**config.mk**
```make
export PLATFORM = sky130hd
export DESIGN_NAME = adc_frame_rx_flat
export DESIGN_NICKNAME = d
export VERILOG_FILES = /design/src/rtl/fir_pkg.sv /design/src/rtl/adc_frame_rx_if.sv /design/src/rtl/sample_gap_counter.sv /design/src/rtl/adc_frame_rx.sv /design/src/flat_wrapper.sv
export SDC_FILE = /design/constraint.sdc
export NUM_CORES = 1
export LEC_CHECK = 0
export BUFFER_PORTS_ARGS = -buffer_cell sky130_fd_sc_hd__buf_2
export CAP_MARGIN = 5
export CORE_ASPECT_RATIO = 1.2
export CORE_MARGIN = 8
export CORE_UTILIZATION = 30
export CTS_CLUSTER_SIZE = 8
export DETAILED_ROUTE_END_ITERATION = 10
export PLACE_DENSITY = 0.54
export SLEW_MARGIN = 5
export SYNTH_ARGS = -nofsm -noshare
export SYNTH_HDL_FRONTEND = slang
export SYNTH_SLANG_ARGS = --single-unit
export TNS_END_PERCENT = 30
```
**constraint.sdc**
```tcl
create_clock -name clk -period 2.2 [get_ports clk]
set_clock_uncertainty 0.15 [all_clocks]
set_input_delay 0.44 -clock clk [delete_from_list [all_inputs] [get_ports clk]]
set_output_delay 0.44 -clock clk [all_outputs]
set_load 0.02 [all_outputs]
```
**src/rtl/fir_pkg.sv**
```systemverilog
// Shared constants and types for the FIR front end.
// Word width, tap count and the strobe guard interval.
package fir_pkg;

    localparam int FIR_WORD_W = 16;
    localparam int FIR_TAPS   = 32;
    localparam int FIR_GUARD  = FIR_TAPS + 2;

    typedef enum logic {
        IDLE,
        SHIFT
    } rx_state_t;

    // Counter width able to hold values 0..n-1.
    function automatic int cnt_w(input int n);
        return (n < 2) ? 1 : $clog2(n);
    endfunction

endpackage

```
**src/rtl/adc_frame_rx_if.sv**
```systemverilog
// Serial ADC link plus parallel sample output bundle.
// master drives the link, slave is the receiver.
interface adc_frame_rx_if #(
    parameter int WIDTH = fir_pkg::FIR_WORD_W
);

    logic             bit_en;
    logic             fs;
    logic             sdata;
    logic             err_clr;
    logic [WIDTH-1:0] xOut;
    logic             sample;
    logic             overrun;
    logic             frame_err;

    modport master (
        output bit_en, fs, sdata, err_clr,
        input  xOut, sample, overrun, frame_err
    );

    modport slave (
        input  bit_en, fs, sdata, err_clr,
        output xOut, sample, overrun, frame_err
    );

endinterface

```
**src/rtl/sample_gap_counter.sv**
```systemverilog
// Saturating count of cycles since the last sample strobe.
// ready means another strobe may be issued safely.
module sample_gap_counter
    import fir_pkg::*;
#(
    parameter int GUARD = FIR_GUARD
) (
    input  logic clk,
    input  logic reset,
    input  logic i_clr,
    output logic o_ready
);

    localparam int            CW  = $clog2(GUARD + 1);
    localparam logic [CW-1:0] MAX = CW'(GUARD);
    localparam logic [CW-1:0] RDY = CW'(GUARD - 1);

    logic [CW-1:0] r_cnt;

    // Start saturated so the first word after reset is accepted.
    always_ff @(posedge clk) begin
        if (reset) begin
            r_cnt <= MAX;
        end else if (i_clr) begin
            r_cnt <= '0;
        end else if (r_cnt != MAX) begin
            r_cnt <= r_cnt + 1'b1;
        end
    end

    assign o_ready = (r_cnt >= RDY);

endmodule

```
**src/rtl/adc_frame_rx.sv**
```systemverilog
// Framed MSB-first serial ADC receiver feeding the FIR filter.
// Spaces sample strobes and flags overrun / framing errors.
module adc_frame_rx
    import fir_pkg::*;
#(
    parameter int WIDTH = FIR_WORD_W,
    parameter int GUARD = FIR_GUARD
) (
    input logic           clk,
    input logic           reset,
    adc_frame_rx_if.slave bus
);

    localparam int            BW   = cnt_w(WIDTH);
    localparam logic [BW-1:0] LAST = BW'(WIDTH - 1);

    rx_state_t        r_state;
    rx_state_t        w_state_nxt;
    logic [BW-1:0]    r_bitcnt;
    logic [WIDTH-2:0] r_shift;
    logic [WIDTH-1:0] r_xout;
    logic             r_sample;
    logic             r_ovr;
    logic             r_ferr;

    logic             w_start;
    logic             w_shift;
    logic             w_done;
    logic             w_ferr_set;
    logic             w_ready;
    logic             w_accept;
    logic             w_drop;
    logic [WIDTH-1:0] w_word;

    // State register.
    always_ff @(posedge clk) begin
        if (reset) begin
            r_state <= IDLE;
        end else begin
            r_state <= w_state_nxt;
        end
    end

    // Next state and per-bit control; fs on the LSB bit is not a sync.
    always_comb begin
        w_state_nxt = r_state;
        w_start     = 1'b0;
        w_shift     = 1'b0;
        w_done      = 1'b0;
        w_ferr_set  = 1'b0;
        unique case (r_state)
            IDLE: begin
                if (bus.bit_en && bus.fs) begin
                    w_start     = 1'b1;
                    w_state_nxt = SHIFT;
                end
            end
            SHIFT: begin
                if (bus.bit_en) begin
                    if (r_bitcnt == LAST) begin
                        w_done      = 1'b1;
                        w_state_nxt = IDLE;
                    end else if (bus.fs) begin
                        w_start    = 1'b1;
                        w_ferr_set = 1'b1;
                    end else begin
                        w_shift = 1'b1;
                    end
                end
            end
            default: w_state_nxt = IDLE;
        endcase
    end

    assign w_word   = {r_shift, bus.sdata};
    assign w_accept = w_done & w_ready;
    assign w_drop   = w_done & ~w_ready;

    // Shift register and bit counter; a new MSB discards any partial word.
    always_ff @(posedge clk) begin
        if (reset) begin
            r_shift  <= '0;
            r_bitcnt <= '0;
        end else if (w_start) begin
            r_shift  <= {{(WIDTH-2){1'b0}}, bus.sdata};
            r_bitcnt <= BW'(1);
        end else if (w_shift) begin
            r_shift  <= {r_shift[WIDTH-3:0], bus.sdata};
            r_bitcnt <= r_bitcnt + 1'b1;
        end else if (w_done) begin
            r_bitcnt <= '0;
        end
    end

    // Output word and strobe, updated only for accepted words.
    always_ff @(posedge clk) begin
        if (reset) begin
            r_xout   <= '0;
            r_sample <= 1'b0;
        end else begin
            r_sample <= w_accept;
            if (w_accept) begin
                r_xout <= w_word;
            end
        end
    end

    // Sticky flags; a new event beats a coincident clear.
    always_ff @(posedge clk) begin
        if (reset) begin
            r_ovr  <= 1'b0;
            r_ferr <= 1'b0;
        end else begin
            r_ovr  <= w_drop | (r_ovr & ~bus.err_clr);
            r_ferr <= w_ferr_set | (r_ferr & ~bus.err_clr);
        end
    end

    sample_gap_counter #(
        .GUARD (GUARD)
    ) u_gap (
        .clk     (clk),
        .reset   (reset),
        .i_clr   (r_sample),
        .o_ready (w_ready)
    );

    assign bus.xOut      = r_xout;
    assign bus.sample    = r_sample;
    assign bus.overrun   = r_ovr;
    assign bus.frame_err = r_ferr;

endmodule

```
**src/flat_wrapper.sv**
```systemverilog
// flat-port wrapper written by rule: the top's interface ports become plain ports
module adc_frame_rx_flat import fir_pkg::*;
#(
    parameter int WIDTH = FIR_WORD_W,
    parameter int GUARD = FIR_GUARD
)
  (clk, reset, bus_bit_en, bus_fs, bus_sdata, bus_err_clr, bus_xOut, bus_sample, bus_overrun, bus_frame_err);
  adc_frame_rx_if #(.WIDTH(WIDTH)) bus_i ();
  input logic clk;
  input logic reset;
  input wire logic [$bits(bus_i.bit_en)-1:0] bus_bit_en;
  input wire logic [$bits(bus_i.fs)-1:0] bus_fs;
  input wire logic [$bits(bus_i.sdata)-1:0] bus_sdata;
  input wire logic [$bits(bus_i.err_clr)-1:0] bus_err_clr;
  output wire logic [$bits(bus_i.xOut)-1:0] bus_xOut;
  output wire logic [$bits(bus_i.sample)-1:0] bus_sample;
  output wire logic [$bits(bus_i.overrun)-1:0] bus_overrun;
  output wire logic [$bits(bus_i.frame_err)-1:0] bus_frame_err;
  assign bus_i.bit_en = bus_bit_en;
  assign bus_i.fs = bus_fs;
  assign bus_i.sdata = bus_sdata;
  assign bus_i.err_clr = bus_err_clr;
  assign bus_xOut = bus_i.xOut;
  assign bus_sample = bus_i.sample;
  assign bus_overrun = bus_i.overrun;
  assign bus_frame_err = bus_i.frame_err;
  adc_frame_rx #(.WIDTH(WIDTH), .GUARD(GUARD)) u_core (.clk(clk), .reset(reset), .bus(bus_i));
endmodule
```
Word-level counts from Yosys, hierarchy flattened. Cells that the tools add are included.

Register bits after elaboration: 45. Bits of input ports: 6. Output and inout port bits: 19. Word-level logic and storage cells: 55.

Add/sub/neg operators: 2. Magnitude comparators: 1. Eq/ne operators: 2. Mux-type cells: 23. Bitwise logic cells: 9. Reductions and logical operators: 7.

Operator list (number): $mux 1 (17); $mux 6 (2); $mux 4 (2); $add 6x1->6 const B (1); $ge 6x6->1 const B (1); $ne 6x6->1 const B (1); $reduce_bool 2->1 (3); $add 4x1->4 const B (1); $and 1x1->1 (4); $eq 4x4->1 const B (1); $pmux 1 s2 (2); $reduce_or 2->1 (2); $not 1->1 (3); $reduce_bool 3->1 (1); $or 1x1->1 (2); $logic_and 1x1->1 (1).

Depth between registers and ports, before layout. Gate-level depths: netlist (run 1).

Depth after elaboration: 7. Gate-level depth with buffers: 7. Mapped depth without buffers: 6.

By module. A second synthesis (run 1) with hierarchy kept.

Cells, all modules: 226. Area total of the unflattened synthesis: 1979.4 µm².

By module, submodules not included: adc_frame_rx (instances 1, cells each 186, area each 1637.8 µm²); sample_gap_counter (instances 1, cells each 40, area each 341.6 µm²).

Least setup slack after synthesis (run 1). Ideal clock, no wire load.

Kind: register -> register. Start: reg u_core.r_bitcnt[1]. End: reg u_core.r_xout[10], in the netlist u_core.bus.xOut[10]. Library setup time: 72 ps. Data arrival time: 1506 ps. Required time: 1978 ps. Slack: 473 ps. Stages on the path, launching flop included: 7. Path buffers: 1. Cells stage by stage: dfxtp_1 -> ha_1 -> and3_2 -> nand3_1 -> nor2_4 -> buf_8 -> mux2i_1.

Longest elaborated chain between the ends: 5.

Ends and longest elaborated chain: from (decl) (line adc_frame_rx.sv:19) `logic [BW-1:0] r_bitcnt;`; from (signal assigned) (line adc_frame_rx.sv:89) `r_bitcnt <= r_bitcnt + 1'b1;`; $eq 4x4->1 (line adc_frame_rx.sv:60) `if (r_bitcnt == LAST) begin`; $mux 1 (line adc_frame_rx.sv:60); $mux 1 (line adc_frame_rx.sv:59) `if (bus.bit_en) begin`; $mux 1 (line adc_frame_rx.sv:51) `unique case (r_state)`; $and 1x1->1 (line adc_frame_rx.sv:76) `assign w_accept = w_done & w_ready;`; to (signal assigned) (line adc_frame_rx.sv:103) `r_xout <= w_word;`; to (decl) (line adc_frame_rx.sv:21) `logic [WIDTH-1:0] r_xout;`.

Every way passes these cells. A chain may end at the register's enable or synchronous reset.

Worst setup path in the final report (run 1).
Start: reg u_core.r_bitcnt[1]. End: reg u_core.r_xout[0], in the netlist u_core.bus.xOut[0].

Same word-level chain as after synthesis.

==> results.rst, run 1 <==
.. list-table::
   :header-rows: 1

   * - Metric
     - Value
   * - Status
     - finished clean
   * - Core area
     - 6410 µm²
   * - IO Pins
     - 25
   * - Syn avg cell area
     - ~9.3 µm²
   * - Slew Limit Headroom
     - 58.1%
   * - Setup bufs post-CTS
     - 0
   * - Slew of the pin with the lowest slew margin
     - 627 ps
   * - Count of different cell masters after synthesis
     - 34
   * - Smallest hold slack
     - 269 ps
   * - Combined area of all synthesized cells
     - about 2000 µm²
   * - Ratio of cells with drive above 1 in the final layout
     - 17.2%
   * - Initial standard-cell utilization of the core
     - between 30 and 40%
   * - Most instantiated library cell after synthesis
     - dfxtp_1
   * - Sum of net half-perimeters after detailed placement
     - 2650 µm
   * - Prevailing post-synth register cell
     - dfxtp_1
   * - Share of synthesized registers carrying an async set or reset
     - 0%
   * - CTS-repair resized insts
     - 0
   * - Largest net degree at the start of global routing
     - 27
   * - Number of buffer cells added on primary ports
     - 24
   * - Chip height
     - 105 µm
   * - Critical hold path startpoint
     - bus_err_clr
   * - Slew Viols, Final
     - 0
   * - Count of antenna-violating nets left after detailed routing
     - 0
   * - Origin of the worst setup path
     - u_core.r_bitcnt[1]
   * - Initial DRC Count
     - 121
   * - Max Root-Sink Buffers
     - 2
   * - Initial antenna violation count
     - 0
   * - Worst-path maximum fanout
     - 16
   * - Drt pass-1 iters
     - 4
   * - Die width
     - roughly 90 µm
   * - Gpl congestion
     - 0.766
   * - Hold violation total from the final report
     - 0
   * - Final Critical Period
     - 2020 ps
   * - Final routed wire length divided by cell count
     - 11.8 µm
   * - Required time at the worst-slack endpoint
     - roughly 2300 ps
   * - Number of placement rows
     - 32
   * - Net Count, Synth
     - 224
   * - Unrepaired setup endpoints after global routing
     - false
   * - Kind of start point of the critical path
     - flop
   * - Sequential share of the synthesized area
     - 45.4%
   * - Area growth from synthesis to final layout
     - 13.7%
   * - Endpoints failing setup
     - 0
   * - Vias per cell
     - 4.54
   * - Critical path data arrival time
     - 2100 ps
   * - Total routed wirelength
     - 3820 µm
   * - Fraction of met3 tracks used by global routing
     - 2.29%
   * - Number of vias in the routed layout
     - 1,468
   * - Final-stage net count
     - around 250
   * - EDFF count, synth
     - 0
   * - N_diodes
     - 0
   * - Remaining global-route overflow
     - 0
   * - Global routing met1 resource utilization
     - 10.0%
   * - Max-capacitance violation count
     - 0
   * - Crit path capture type
     - flop
   * - Leakage component of the power
     - 0.810 nW
   * - Maximum VDD drop
     - 0.265 mV
   * - Clock latency at the later pin of the worst-skew pair
     - about 290 ps
   * - Biggest area contributors in the synthesized netlist
     - dfxtp_1 45%, nand2b_1 11%, mux2i_1 9.1%
   * - Biggest area consumer among synthesized cells
     - dfxtp_1
   * - Yosys warns
     - 0
   * - Area share of the leading cell type in the synthesized netlist
     - 45.4%
   * - Via count of the first global-routing pass
     - 1,446
   * - Final period util
     - 91.9%
   * - Maximum clock frequency
     - 494 MHz
   * - Worst setup path class
     - flop to flop
   * - Sum Neg Setup Slack
     - 0 ps
   * - DIE AREA
     - 9480 µm²
   * - Cell chosen for the clock root
     - clkbuf_8
   * - Power after layout
     - 1.45 mW
   * - Wire length of the first global-routing pass
     - 6780 µm
   * - Clock tree sinks
     - 45
   * - Hold WC Path Type
     - primary input to flop
   * - Reg-to-reg critical path startpoint
     - u_core.r_bitcnt[1]
   * - Met2 track demand over resource in global routing
     - 14.0%
   * - Num CTS Buffers
     - 5
   * - Deepest level of the CTS H-tree
     - 2
   * - CTS Hold Buffers Added
     - 0
   * - Most Crowded Layer GR
     - met2
   * - FF+latch count, synth
     - 45
   * - Top cells by count, synth
     - 45 x dfxtp_1, 35 x nand2b_1, 34 x nand2_1, 21 x a21oi_1, 18 x mux2i_1
   * - CTS tree
     - built
   * - DRC
     - 0
   * - Power per cell area
     - 645 nW/µm²
   * - Reg clk slew, reported paths
     - ~80 ps
   * - Synthesized instance count
     - roughly 210
   * - Global router's overall resource usage
     - 8.56%
[worst max-delay path, stage by stage (launching register included)]
cell     delay, ps
dfxtp_1        380
ha_1           200
and3_2         240
nand3_1        180
nor2_4         560
mux2i_1        250
[final timing paths]
path,end,depth (start not counted),slack [ps]
max,u_core.bus.xOut[0],5,180
min,u_core.bus.frame_err,3,270
max reg2reg,u_core.bus.xOut[0],5,180
min reg2reg,u_core.r_shift[1],2,310
[layout by cell type (no fill, tap or decap), types with 2 or more instances in the layout]
cell type / Yosys / layout
buf_4: 0 / 4
nor2_1: 5 / 5
clkbuf_8: 0 / 5
mux2i_1: 18 / 18
inv_1: 2 / 2
nor4_1: 2 / 2
nand3_1: 6 / 6
clkinvlp_4: 0 / 2
o21bai_1: 2 / 2
buf_2: 4 / 24
nor3_1: 5 / 5
dfxtp_1: 45 / 45
nand2b_1: 35 / 35
nand2_1: 34 / 34
or3_1: 2 / 2
xnor2_1: 3 / 3
ha_1: 5 / 5
a21oi_1: 21 / 21
xor2_1: 2 / 2
[where the power goes]
group	switching (mW)	total, mW	internal (mW)
Clock	0.283	0.507	0.224
Combinational	0.0633	0.113	0.0497
Sequential	0.0107	0.834	0.824
[area by class of cell]
class                           instances  area [µm²]
Fill cell                             693        4150
Multi-Input combinational cell        155        1000
Sequential cell                        45         901
Timing Repair Buffer                   28         150
Tap cell                               85         106
Clock buffer                            6        72.6
Clock inverter                          2        15.0
Inverter                                2        7.51
[state kept, by name (all words and copies together), names as in the netlist]
signal / flops
u_core.r_bitcnt: 4
u_core.r_shift: 15
u_core.bus.xOut: 16
u_core.u_gap.r_cnt: 6
u_core.bus.sample: 1
u_core.bus.frame_err: 1
u_core.r_state: 1
u_core.bus.overrun: 1
[routing by layer]
| layer | vias to the layer above | wire, µm |
|---|---|---|
| met5 | - | 0 |
| met4 | 0 | 78 |
| met3 | 4 | 102 |
| met2 | 26 | 1800 |
| met1 | 677 | 1840 |
| li1 | 761 | - |
[through the flow]
stage          instance area (µm²)  instances  util [%]  setup slack, ps
2_1_floorplan                 1980        213         -              473
3_3_place_gp                  2170        315      33.8              257
3_5_place_dp                  2170        315      33.8              180
4_1_cts                       2260        323      35.2              158
5_1_grt                       2260        323      35.2             8.60
6_report                      2260        323      35.2              177
[cells by family (layout without fill, tap and decap cells)]
family,Yosys count,count (layout),share of synthesized area [%]
xor+xnor,5,5,2.21
simple gates,99,99,27.3
fa+ha+maj,5,5,3.15
flops,45,45,45.4
compound gates,28,28,8.83
buf+inv,13,38,4.03
mux,18,18,9.08
Power figures use the tool's default switching activity.
==> run 2, diff against run 1 <==
--- a/config.mk
+++ b/config.mk
@@ -5,6 +5,7 @@
 export SDC_FILE = /design/constraint.sdc
 export NUM_CORES = 1
 export LEC_CHECK = 0
+export ABC_AREA = 1
 export BUFFER_PORTS_ARGS = -buffer_cell sky130_fd_sc_hd__buf_2
 export CAP_MARGIN = 5
 export CORE_ASPECT_RATIO = 1.2
@@ -12,6 +13,7 @@
 export CORE_UTILIZATION = 30
 export CTS_CLUSTER_SIZE = 8
 export DETAILED_ROUTE_END_ITERATION = 10
+export GPL_ROUTABILITY_DRIVEN = 0
 export PLACE_DENSITY = 0.54
 export SLEW_MARGIN = 5
 export SYNTH_ARGS = -nofsm -noshare
==> results.rst, run 2 <==
.. list-table::
   :header-rows: 1

   * - Metric
     - Value
   * - Status
     - finished clean
   * - CTS Hold Buffers Added
     - 0 (unchanged)
   * - EDFF count, synth
     - 0 (unchanged)
   * - Net switching share of the total power
     - 27.4% (+2.8 points)
   * - Crit path capture type
     - flop
   * - Num CTS Buffers
     - 5 (unchanged)
   * - N_diodes
     - 0 (unchanged)
   * - Count of antenna-violating nets left after detailed routing
     - 0 (unchanged)
   * - Maximum VDD drop
     - 0.378 mV (+43%)
   * - DIE AREA
     - 9620 µm² (+1.5%)
   * - Required time at the worst-slack endpoint
     - 2240 ps (-40 ps)
   * - Biggest area contributors in the synthesized netlist
     - dfxtp_1 45%, nand2_1 12%, a21oi_1 8.9%
   * - Slew Viols, Final
     - 0 (unchanged)
   * - Multiplexer area fraction after synthesis
     - 0% (-9.1 points)
   * - IO Pins
     - 25 (unchanged)
   * - Wire length of the first global-routing pass
     - 7460 µm (+10%)
   * - Hold WC Path Type
     - primary input to flop
   * - Synthesized instance count
     - 270 (+27%)
   * - Max Root-Sink Buffers
     - 2 (unchanged)
   * - Count of different cell masters after synthesis
     - 27 (-21%)
   * - Max-capacitance violation count
     - 0 (unchanged)
   * - Cell chosen for the clock root
     - clkbuf_8
   * - Chip height
     - 106 µm (+0.74%)
   * - Maximum clock frequency
     - 566 MHz (+14%)
   * - Number of buffer cells added on primary ports
     - 24 (unchanged)
   * - Largest register FFs
     - 16 (unchanged)
   * - Total routed wirelength
     - 4310 µm (+13%)
   * - Drt pass-1 iters
     - 4 (unchanged)
   * - Combinational group share of total power
     - 15.8% (+8.0 points)
   * - Placed instance area
     - 2190 µm² (+1.2%)
   * - Sum Neg Setup Slack
     - 0 ps (unchanged)
   * - Power per cell area
     - 782 nW/µm² (+21%)
   * - Relative contribution of the clock network to total power
     - 35.7% (+0.8 points)
   * - Most frequent cells in the layout
     - 63 x nand2_1, 45 x dfxtp_1, 36 x a21oi_1, 33 x nand3_1, 30 x inv_1
   * - Most instantiated library cell after synthesis
     - nand2_1
   * - Setup bufs post-CTS
     - 0 (unchanged)
   * - Critical path data arrival time
     - 1810 ps (-290 ps)
   * - Biggest area consumer among synthesized cells
     - dfxtp_1
   * - Combinational family with the most area after synthesis
     - simple AND/OR/NAND/NOR gates
   * - Area growth from synthesis to final layout
     - 14.4%
   * - Sequential share of the synthesized area
     - 44.6% (-0.79 points)
   * - Most common cell after layout, fill and taps aside
     - nand2_1
   * - Global router's overall resource usage
     - 9.29% (+0.72 points)
   * - Post-synthesis simple-gate area fraction
     - 28.8% (+1.5 points)
   * - Ratio of cells with drive above 1 in the final layout
     - 16.9% (-0.28 points)
   * - Vias per cell
     - 4.47 (-1.6%)
   * - Top cells by count, synth
     - 63 x nand2_1, 45 x dfxtp_1, 36 x a21oi_1, 33 x nand3_1, 30 x inv_1
   * - Leakage component of the power
     - 0.954 nW (+18%)
   * - Prevailing post-synth register cell
     - dfxtp_1
   * - FF+latch count, synth
     - 45 (unchanged)
   * - CTS tree
     - built
   * - Combined area of all synthesized cells
     - 2020 µm² (+1.8%)
   * - Slew Limit Headroom
     - 75.9% (+18 points)
   * - Area share of the leading cell type in the synthesized netlist
     - 44.6% (-0.79 points)
   * - Die width
     - 90.9 µm (+0.72%)
   * - Synth Area in XOR/XNOR
     - 0.867% (-1.3 points)
   * - Endpoints failing setup
     - 0 (unchanged)
   * - Internal Dissipation
     - 1.31 mW (+20%)
   * - Deepest level of the CTS H-tree
     - 2 (unchanged)
   * - Worst Slack Setup Final
     - 432 ps (+255 ps)
   * - Syn avg cell area
     - 7.48 µm² (-20%)
   * - Slew of the pin with the lowest slew margin
     - 362 ps (-265 ps)
   * - Complex-gate fraction of the synthesized area
     - 11.8% (+2.9 points)
   * - Initial antenna violation count
     - 0 (unchanged)
   * - Remaining global-route overflow
     - 0 (unchanged)
   * - Net Count, Synth
     - 281 (+25%)
   * - Final-stage net count
     - 305 (+23%)
   * - Clock latency at the later pin of the worst-skew pair
     - 300 ps (about the same)
   * - Critical hold path startpoint
     - reset
   * - CTS-repair resized insts
     - 0 (unchanged)
   * - Area of all placed cells without fillers
     - 2310 µm² (+2.4%)
   * - Yosys warns
     - 0 (unchanged)
   * - Initial standard-cell utilization of the core
     - 31.1% (+0.16 points)
   * - Sum of net half-perimeters after detailed placement
     - 2930 µm (+10%)
   * - Via count of the first global-routing pass
     - 1,694 (+17%)
   * - DRC
     - 0 (unchanged)
   * - Adder-cell area share of the yosys netlist
     - 3.10% (-0.055 points)
   * - Number of vias in the routed layout
     - 1,700 (+16%)
   * - Initial DRC Count
     - 91 (-25%)
   * - Net load switching power
     - 494 µW (+38%)
   * - DP Worst Slack
     - 440 ps (+260 ps)
   * - Fraction of power consumed by sequential logic
     - 48.4% (-9.0 points)
   * - Final Critical Period
     - 1770 ps (-255 ps)
   * - Clock tree sinks
     - 45 (unchanged)
   * - Final routed wire length divided by cell count
     - 11.3 µm (-4.1%)
   * - Reg-to-reg critical path startpoint
     - u_core.r_bitcnt[0]
   * - Hold violation total from the final report
     - 0 (unchanged)
   * - Share of synthesized registers carrying an async set or reset
     - 0% (unchanged)
   * - Worst setup path class
     - flop to flop
   * - Final period util
     - 80.4% (-12 points)
   * - Reg clk slew, reported paths
     - 80 ps (about the same)
   * - Core area
     - 6490 µm² (+1.3%)
   * - Kind of start point of the critical path
     - flop
   * - Origin of the worst setup path
     - u_core.r_bitcnt[0]
   * - Smallest hold slack
     - 230 ps (-38.2 ps)
   * - Number of placement rows
     - 32 (unchanged)
   * - Largest net degree at the start of global routing
     - 36 (+33%)
   * - Unrepaired setup endpoints after global routing
     - false
   * - Worst-path maximum fanout
     - 35 (+19)
run 2: kinds of logic (layout without fill, tap and decap cells):
logic type               count (synthesis)  after routing
AND/OR/NAND/NOR                        130            130
buffers and inverters                   44             69
adder cells (fa/ha/maj)                  5              5
AO/OA/AOI/OAI                           44             44
XOR/XNOR                                 2              2
flip-flops                              45             45
run 2: path summary, 6_finish.rpt:
path                             end  slack, ps  cells past startpoint
setup / recovery  u_core.bus.xOut[8]        430                      7
hold / removal    u_core.bus.overrun        230                      2
setup reg to reg  u_core.bus.xOut[8]        430                      7
hold reg to reg    u_core.r_shift[1]        320                      2
run 2: critical path, cell delays in order (launching register included):
cell     delay, ps
dfxtp_1        400
ha_1           250
nand3_4        130
nor3_4         130
buf_4          360
nand3_1        140
nand2_1         70
nor2_1          30
run 2: power by group through the flow:
stage | logic, mW | clock network [mW] | registers [mW]
global route | 0.327 | 0.708 | 0.881
floorplan | 0.234 | 0 | 0.885
CTS | 0.288 | 0.672 | 0.874
detailed placement | 0.286 | 0 | 0.893
global placement | 0.285 | 0 | 0.893
finish | 0.286 | 0.645 | 0.875
run 2: stage by stage:
| stage | std cells | power [mW] | util, % |
|---|---|---|---|
| final | 380 | 1.81 | 35.6 |
| after CTS | 380 | 1.84 | 35.6 |
| after detailed placement | 372 | 1.18 | 33.8 |
| after global routing | 380 | 1.92 | 35.6 |
| after floorplan | 270 | 1.12 | - |
| after global placement | 372 | 1.18 | 33.8 |
run 2: cell type report:
cell class,instances,area (µm²)
Clock buffer,7,86.3
Clock inverter,1,30.0
Fill cell,699,4180
Inverter,33,124
Multi-Input combinational cell,181,900
Sequential cell,45,901
Tap cell,85,106
Timing Repair Buffer,28,163
run 2: layer usage:
layer,routed length (µm),track usage [%],up-vias
li1,-,-,903
met2,2210,17.8,24
met1,1870,8.89,764
met3,126,2.70,9
met4,102,4.34,0
met5,0,0,-
==> run 3, diff against run 2 <==
==> constraint.sdc (replaced) <==
create_clock -name clk -period 1.7 [get_ports clk]
set_clock_uncertainty 0.15 [all_clocks]
set_input_delay 0.34 -clock clk [delete_from_list [all_inputs] [get_ports clk]]
set_output_delay 0.34 -clock clk [all_outputs]
set_load 0.02 [all_outputs]
==> results.rst, run 3 (synthesis gave the netlist of run 2 again) <==
.. list-table::
   :header-rows: 1

   * - Metric
     - Value
   * - Number of buffer cells added on primary ports
     - 24 (unchanged)
   * - N_diodes
     - 0 (unchanged)
   * - CTS tree
     - built
   * - Clock tree sinks
     - 45 (unchanged)
   * - Core area
     - 6490 µm² (unchanged)
   * - Crit path capture type
     - flop
   * - Placed instance area
     - 2240 µm² (+2.3%)
   * - Relative contribution of the clock network to total power
     - 34.1% (-1.6 points)
   * - Via count of the first global-routing pass
     - 1,622 (-4.3%)
   * - Final Critical Period
     - 1630 ps (-135 ps)
   * - Internal Dissipation
     - 1.79 mW (+36%)
   * - Drt pass-1 iters
     - 4 (unchanged)
   * - Hold WC Path Type
     - primary input to flop
   * - Worst-path maximum fanout
     - 9 (-74%)
   * - DRC
     - 0 (unchanged)
   * - Post-route core utilization
     - 38.4% (+2.8 points)
   * - Final period util
     - 96.0% (+16 points)
   * - Initial DRC Count
     - 59 (-35%)
   * - Fraction of power consumed by sequential logic
     - 45.2% (-3.2 points)
   * - Net load switching power
     - 673 µW (+36%)
   * - Slew Limit Headroom
     - 78.2% (+2.3 points)
   * - Net switching share of the total power
     - 27.3% (about the same)
   * - Filler cell count in the final layout
     - 712 (+1.9%)
   * - Total routed wirelength
     - 4650 µm (+7.9%)
   * - Die width
     - 90.9 µm (unchanged)
   * - Most common cell after layout, fill and taps aside
     - nand2_1
   * - Worst Slack Setup Final
     - 67.4 ps (-365 ps)
   * - Slew of the pin with the lowest slew margin
     - 327 ps (-35.4 ps)
   * - Cell chosen for the clock root
     - clkbuf_8
   * - Initial antenna violation count
     - 0 (unchanged)
   * - Count of antenna-violating nets left after detailed routing
     - 0 (unchanged)
   * - Worst setup path class
     - flop to flop
   * - Most frequent cells in the layout
     - 61 x nand2_1, 43 x dfxtp_1, 35 x a21oi_1, 33 x nand3_1, 30 x inv_1
   * - DIE AREA
     - 9620 µm² (unchanged)
   * - Global router's overall resource usage
     - 9.36% (+0.077 points)
   * - Number of placement rows
     - 32 (unchanged)
   * - IO Pins
     - 25 (unchanged)
   * - Largest register FFs
     - 16 (unchanged)
   * - Number of vias in the routed layout
     - 1,744 (+2.6%)
   * - Deepest level of the CTS H-tree
     - 2 (unchanged)
   * - Chip height
     - 106 µm (unchanged)
   * - Final-stage net count
     - 315 (+3.3%)
   * - Leakage component of the power
     - 1.03 nW (+7.9%)
   * - Status
     - finished clean
   * - Combinational group share of total power
     - 20.7% (+4.9 points)
   * - Max-capacitance violation count
     - 0 (unchanged)
   * - Wire length of the first global-routing pass
     - 7430 µm (-0.36%)
   * - Maximum clock frequency
     - 613 MHz (+8.3%)
   * - Area of all placed cells without fillers
     - 2490 µm² (+8.0%)
   * - Largest net degree at the start of global routing
     - 36 (unchanged)
   * - Maximum VDD drop
     - 0.324 mV (-14%)
   * - Ratio of cells with drive above 1 in the final layout
     - 22.0% (+5.0 points)
   * - Hold violation total from the final report
     - 0 (unchanged)
   * - Vias per cell
     - 4.47 (about the same)
   * - Remaining global-route overflow
     - 0 (unchanged)
   * - Num CTS Buffers
     - 5 (unchanged)
   * - DP Worst Slack
     - 115 ps (-325 ps)
   * - Kind of start point of the critical path
     - flop
   * - Max Root-Sink Buffers
     - 2 (unchanged)
   * - CTS Hold Buffers Added
     - 0 (unchanged)
   * - Clock latency at the later pin of the worst-skew pair
     - 300 ps (about the same)
   * - Slew Viols, Final
     - 0 (unchanged)
   * - Critical path data arrival time
     - 1680 ps (-130 ps)
   * - Power per cell area
     - 987 nW/µm² (+26%)
   * - Initial standard-cell utilization of the core
     - 31.1% (unchanged)
   * - Endpoints failing setup
     - 0 (unchanged)
   * - Reg clk slew, reported paths
     - 90 ps (about the same)
   * - Area growth from synthesis to final layout
     - 23.5%
   * - Final routed wire length divided by cell count
     - 11.9 µm (+5.1%)
   * - Sum of net half-perimeters after detailed placement
     - 3040 µm (+4.0%)
   * - Required time at the worst-slack endpoint
     - 1740 ps (-500 ps)
[run 3: path summary, 6_finish.rpt]
check / start / to / slack [ps] / cells past startpoint
min: reset / u_core.bus.overrun / 120 / 2
min reg2reg: u_core.r_shift[0] / u_core.r_shift[1] / 320 / 2
max: u_core.r_bitcnt[1] / u_core.bus.xOut[10] / 70 / 8
max reg2reg: u_core.r_bitcnt[1] / u_core.bus.xOut[10] / 70 / 8
[run 3: worst max-delay path: stages (launching register included)]
cell       delay (ps)
dfxtp_2           380
ha_4              160
nand3_4           110
nor3_4            250
buf_12            150
clkbuf_16         150
nand3_1            70
nand2_1            60
nor2_1             40
[run 3: metrics by stage]
stage	TNS [ps]	power, mW	cells	hold slack (ps)
6_report	0	2.46	390	121
5_1_grt	-39.4	2.61	390	133
4_1_cts	0	2.42	385	121
3_5_place_dp	0	1.57	377	302
3_3_place_gp	0	1.56	377	298
2_1_floorplan	0	1.45	270	252
[run 3: layout make-up]
type	instances	area (µm²)	area share, %
tap	85	106	4.26
multi-input combinational	181	928	37.2
clock inverter	1	30.0	1.20
sequential	45	903	36.2
clock buffer	7	86.3	3.46
timing repair buffer	38	315	12.6
inverter	33	124	4.97
[run 3: layer usage]
| metal | global-route usage [%] | part of all wire [%] | wire length, µm |
|---|---|---|---|
| met1 | 10.2 | 43 | 2000 |
| met2 | 16.6 | 53 | 2450 |
| met3 | 1.92 | 2.1 | 98 |
| met4 | 5.28 | 2.1 | 99 |
| met5 | 0 | 0 | 0 |
[run 3: what timing repair did]
action,in CTS,in global routing
setup endpoints to repair,0,19
setup buffers,0,2
gates resized for setup,0,9
[run 3: power by group through the flow]
stage / Clock [mW] / Combinational (mW) / Sequential, mW
after global placement: 0 / 0.427 / 1.14
final: 0.839 / 0.510 / 1.11
after CTS: 0.868 / 0.438 / 1.11
after detailed placement: 0 / 0.435 / 1.14
after global routing: 0.914 / 0.573 / 1.12
after floorplan: 0 / 0.303 / 1.15
